[src/rtl/id_pkg.sv]
// Shared definitions for the decode/issue stage: instruction layout, opselect
// encodings and the decode predicates used by both the hazard logic and issue.
package id_pkg;

   localparam int NREG  = 8;
   localparam int IMM_W = 16;

   localparam logic [2:0] OPS_ARITH = 3'b001;
   localparam logic [2:0] OPS_SHIFT = 3'b010;
   localparam logic [2:0] OPS_MEM   = 3'b100;

   // Field order is the bit map: opselect at [31:29] down to imm16 at [15:0].
   typedef struct packed {
      logic [2:0]  opsel;
      logic        imm_sel;
      logic [2:0]  op;
      logic [2:0]  rd;
      logic [2:0]  rs1;
      logic [2:0]  rs2;
      logic [15:0] imm16;
   } instr_t;

   typedef struct packed {
      logic [31:0] src1;
      logic [31:0] src2;
      logic [31:0] imm;
      logic [6:0]  ctrl;
   } issue_t;

   function automatic logic is_legal(input logic [2:0] opsel);
      return (opsel == OPS_ARITH) || (opsel == OPS_SHIFT) || (opsel == OPS_MEM);
   endfunction

   // rs2 feeds register-register ALU ops and supplies store data.
   function automatic logic uses_rs2(input logic [2:0] opsel, input logic imm_sel);
      return is_legal(opsel) && !imm_sel;
   endfunction

   function automatic logic writes_rd(input logic [2:0] opsel, input logic imm_sel);
      return (opsel == OPS_ARITH) || (opsel == OPS_SHIFT) || ((opsel == OPS_MEM) && imm_sel);
   endfunction

endpackage

[src/rtl/id_regfile.sv]
// Register file with two combinational read ports; a same-cycle writeback is
// forwarded to the readers so the issue stage never sees a stale value.
module id_regfile #(
   parameter int NREG = id_pkg::NREG,
   parameter int AW   = $clog2(NREG)
) (
   input  logic          clk,
   input  logic          reset,
   input  logic          wb_en_i,
   input  logic [AW-1:0] wb_addr_i,
   input  logic [31:0]   wb_data_i,
   input  logic [AW-1:0] ra1_i,
   input  logic [AW-1:0] ra2_i,
   output logic [31:0]   rd1_o,
   output logic [31:0]   rd2_o
);

   logic [31:0] regs_q [NREG];

   always_ff @(posedge clk or posedge reset) begin
      if (reset) begin
         for (int i = 0; i < NREG; i++) regs_q[i] <= '0;
      end else if (wb_en_i) begin
         regs_q[wb_addr_i] <= wb_data_i;
      end
   end

   assign rd1_o = (wb_en_i && (wb_addr_i == ra1_i)) ? wb_data_i : regs_q[ra1_i];
   assign rd2_o = (wb_en_i && (wb_addr_i == ra2_i)) ? wb_data_i : regs_q[ra2_i];

endmodule

[src/rtl/id_issue_stage.sv]
// Decode/issue stage: decodes, checks the write scoreboard, reads operands and
// registers the issue bundle for the execute stage one cycle after acceptance.
module id_issue_stage #(
   parameter int NREG  = id_pkg::NREG,
   parameter int IMM_W = id_pkg::IMM_W
) (
   input  logic        clk,
   input  logic        reset,
   input  logic        instr_valid,
   input  logic [31:0] instr,
   output logic        instr_ready,
   input  logic        wb_en,
   input  logic [2:0]  wb_addr,
   input  logic [31:0] wb_data,
   output logic        enable_ex,
   output logic [31:0] src1,
   output logic [31:0] src2,
   output logic [31:0] imm,
   output logic [6:0]  control_in
);
   import id_pkg::*;

   instr_t          ins;
   logic            legal, use_rs2, wr_rd, hazard, issue;
   logic [NREG-1:0] pend_q, pend_d, clr, eff_pend;
   logic [31:0]     rd1, rd2;
   logic            en_q, en_d;
   issue_t          out_q, out_d;

   assign ins     = instr_t'(instr);
   assign legal   = is_legal(ins.opsel);
   assign use_rs2 = uses_rs2(ins.opsel, ins.imm_sel);
   assign wr_rd   = writes_rd(ins.opsel, ins.imm_sel);

   always_comb begin
      clr = '0;
      if (wb_en) clr[wb_addr] = 1'b1;
   end

   // A register being written back this cycle is already free for the reader.
   assign eff_pend = pend_q & ~clr;

   assign hazard = legal && (eff_pend[ins.rs1]
                             || (use_rs2 && eff_pend[ins.rs2])
                             || (wr_rd && eff_pend[ins.rd]));

   assign instr_ready = !(instr_valid && hazard);
   assign issue       = instr_valid && instr_ready && legal;

   id_regfile #(.NREG(NREG)) u_rf (
      .clk       (clk),
      .reset     (reset),
      .wb_en_i   (wb_en),
      .wb_addr_i (wb_addr),
      .wb_data_i (wb_data),
      .ra1_i     (ins.rs1),
      .ra2_i     (ins.rs2),
      .rd1_o     (rd1),
      .rd2_o     (rd2)
   );

   // Set is applied after the clear so a same-cycle re-issue keeps rd pending.
   always_comb begin
      pend_d = eff_pend;
      en_d   = issue;
      out_d  = out_q;
      if (issue) begin
         if (wr_rd) pend_d[ins.rd] = 1'b1;
         out_d.src1 = rd1;
         out_d.src2 = use_rs2 ? rd2 : '0;
         out_d.imm  = {{(32-IMM_W){ins.imm16[IMM_W-1]}}, ins.imm16[IMM_W-1:0]};
         out_d.ctrl = {ins.opsel, ins.imm_sel, ins.op};
      end
   end

   always_ff @(posedge clk or posedge reset) begin
      if (reset) begin
         pend_q <= '0;
         en_q   <= 1'b0;
         out_q  <= '0;
      end else begin
         pend_q <= pend_d;
         en_q   <= en_d;
         out_q  <= out_d;
      end
   end

   assign enable_ex  = en_q;
   assign src1       = out_q.src1;
   assign src2       = out_q.src2;
   assign imm        = out_q.imm;
   assign control_in = out_q.ctrl;

endmodule

[config.mk]
export PLATFORM = sky130hd
export DESIGN_NAME = id_issue_stage
export DESIGN_NICKNAME = d
export VERILOG_FILES = /design/src/rtl/id_pkg.sv /design/src/rtl/id_regfile.sv /design/src/rtl/id_issue_stage.sv
export SDC_FILE = /design/constraint.sdc
export NUM_CORES = 1
export LEC_CHECK = 0
export CORE_MARGIN = 2
export CORE_UTILIZATION = 50
export DETAILED_ROUTE_END_ITERATION = 10
export GPL_TIMING_DRIVEN = 1
export PLACE_DENSITY = 0.74
export SYNTH_ARGS = -nofsm -noshare
export SYNTH_HDL_FRONTEND = slang
export SYNTH_SLANG_ARGS = --single-unit
[constraint.sdc]
create_clock -name clk -period 11.84 [get_ports clk]
set_input_delay 1.776 -clock clk [delete_from_list [all_inputs] [get_ports clk]]
set_output_delay 1.776 -clock clk [all_outputs]
set_load 0.02 [all_outputs]
==> flow_metrics.py <==
metrics = {
    "logic_synthesis": {
        "synth_edf_count": 0,
        "async_flop_share_pct": 100,
        "synth_area_um2": 18300,
        "yosysSeqAreaShare_pct": 48.2,
        "synthesis.nets": 1374,
        "yosys_warnings": 0,
        "syn-instance-count": 1303,
        "yosys.area.top_type": "dfrtp_1",
        "ys_ff_latch": 352,
        "syn_area_per_cell_um2": 14.0,
        "ys_types": 41,
        "synth_top_area_share_pct": 48.2,
        "ys_top_cells_by_area": "dfrtp_1, mux2_2, mux4_2, mux2i_1, mux2_4",
        "synth_top_flop_cell": "dfrtp_1",
    },
    "floorplan": {
        "chipHeight_um": 195,
        "design.core.area_um2": 36300,
        "rows": 70,
        "io_pins": 176,
        "die_w_um": 195,
        "initial_utilization_pct": 50.4,
        "die_area_um2": 38100,
    },
    "drt": {
        "vias": 11300,
        "dr.pass1.iters": 5,
        "via_per_inst": 6.00,
        "wl_um": 42500,
        "avgRoutedWirePerCell_um": 22.5,
        "drc": 0,
        "ant_nets": 0,
        "drt_iter0_markers": 725,
    },
    "critical_path": {
        "cpPeakStageDelay_ps": 690,
        "critPathSlowestCell": "clkdlybuf4s50_1",
        "crit_type": "primary input to output port",
        "end_kind": "output port",
        "worstPathRequired_ps": 10060,
        "critPathMaxFanout": 33,
        "worst_path_most_repeated_cell": "clkdlybuf4s50_1",
        "worst_setup_path_start_kind": "primary input",
        "crit_chain": "clkdlybuf4s50_1 -> and4bb_2 -> buf_4 -> nand2b_4 -> mux4_2 -> a21oi_1 -> a211oi_2 -> or2_2 -> clkdlybuf4s50_1",
        "rr_worst_depth": 7,
        "crit_arrival_ps": 5250,
    },
    "cts": {
        "cts_resized": 0,
        "clk_pin_slew_ps": 60,
        "post_cts.repair.setup_buffers": 0,
        "cts_root_buf": "clkbuf_16",
        "ctsHoldBuffers": 0,
        "htreeDepth": 2,
        "cts_tree": "done",
        "cts_buffer_depth": 3,
        "cts_sinks": 352,
        "insertion_delay_ps": 520,
        "cts_made_buffers": 38,
    },
    "min_path": {
        "hp-class": "register to register",
        "whs_path_depth": 2,
    },
    "power": {
        "power_leakage_nw": 9.13,
        "p_per_area_nw_per_um2": 188,
        "ir_worst_vdd_mv": 0.0847,
        "total_power_mw": 4.01,
    },
    "final_layout": {
        "final_common_cell": "dfrtp_1",
        "nFillCells": 2836,
        "multi_input_area_um2": 8770,
        "fin_nets": 1463,
        "drive_gt1_share_pct": 38.3,
        "layout_common_cells": "dfrtp_1, mux2_2, clkdlybuf4s50_1",
        "ff_latch_area_um2": 8810,
        "area_growth_pct": 16.9,
    },
    "global_routing": {
        "grt_pass1_wl_um": 68100,
        "antenna_found_initial": 4,
        "grt_pass1_vias": 11800,
        "grt_max_degree": 186,
        "gr-total-overflow": 0,
        "gr-usage-all-layers_pct": 22.9,
    },
    "outcome": {
        "run_status": "finished, final reports clean",
    },
    "sta": {
        "slew_viol_final": 0,
        "fin_crit_sh_pct": 59.3,
        "rsz0062_at_grt": "false",
        "fmax_mhz": 142,
        "finalCriticalPeriod_ps": 7020,
        "tightestPinTransition_ps": 1140,
        "slew-limit-headroom_pct": 24.2,
        "hold_viol_final": 0,
        "tns_ps": 0,
        "finalSetupViolCount": 0,
        "worst_clock_skew_ps": 14.5,
    },
    "placed_design": {
        "place.gp.congestion": 0.751,
        "hpwl_um": 24600,
        "numPortBuffers": 175,
    },
    "run": {
        "maxCapViolCount": 0,
    },
}
## state kept, by name, indices dropped and copies added, names as in the netlist
register and cells:
src1 32, enable_ex 1, src2 32, pend_q 8, control_in 7, imm 16, u_rf.regs_q 256
## logic make-up after synthesis
group	count (synthesis)	synth area share (%)
AOI/OAI and AO/OA	89	3.19
xor gates and xnor gates	7	0.336
buffers and inverters	153	4.01
DFF	352	48.2
muxes	508	39.6
and+or+nand+nor	194	4.66
## synth_stat cells (15+ instances only)
library cell / n
mux4_2: 131
mux2i_1: 65
buf_1: 15
a211oi_1: 34
clkbuf_1: 89
nor2_1: 64
a21oi_1: 38
mux2_2: 281
buf_2: 15
nand2_1: 103
buf_4: 24
dfrtp_1: 352
mux2_4: 31
## path summary, 6_finish.rpt
kind | startpoint | endpoint | slack, ps
min in group asynchronous | reset | u_rf.regs_q[99]$_DFFE_PP0P_ | 1780
worst max register to register | pend_q[3]$_DFF_PP0_ | src2[29]$_DFFE_PP0P_ | 8640
worst min register to register | u_rf.regs_q[203]$_DFFE_PP0P_ | u_rf.regs_q[203]$_DFFE_PP0P_ | 500
worst max-delay path | wb_addr[2] | instr_ready | 4820
max in group asynchronous | reset | src1[12]$_DFFE_PP0P_ | 7970
worst min-delay path | u_rf.regs_q[203]$_DFFE_PP0P_ | u_rf.regs_q[203]$_DFFE_PP0P_ | 500
## worst max-delay path, delay by kind of cell
family                 cells  cell delay (ps)
AOI/OAI and AO/OA          2              580
and+or+nand+nor            3              870
buffers and inverters      3             1770
muxes                      1              230
## cell type report
cell class              instances  share of cell area (%)
diodes                          3                  0.0352
clock buffers                  56                    5.34
clock inverters                11                   0.521
inverters                       5                   0.123
multi-input cells             798                    41.1
flip-flops and latches        352                    41.2
well taps                     468                    2.74
repair buffers                197                    8.93
## routing by layer
layer | part of all wire [%] | GRT usage [%] | wire, µm
met3 | 6.0 | 4.49 | 2570
met2 | 49 | 37.7 | 20900
met1 | 43 | 31.5 | 18200
met4 | 1.9 | 6.28 | 793
met5 | 0.019 | 0 | 8
## through the flow
stage,setup WS [ps],hold slack [ps],util [%],std cells,area (µm²)
floorplan,300,458,-,1303,18300
global placement,4880,472,55.4,1820,20100
detailed placement,4840,483,55.4,1820,20100
CTS,4830,498,58.9,1887,21300
global route,4680,514,58.9,1889,21400
finish,4820,498,58.9,1890,21400
## report_power, final
part	switching, mW	leakage, nW	internal, mW
combinational	0.472	4.21	0.661
sequential	0.191	4.30	1.49
clock	0.477	0.621	0.710
Note: power is estimated with default switching activity, not from simulation.
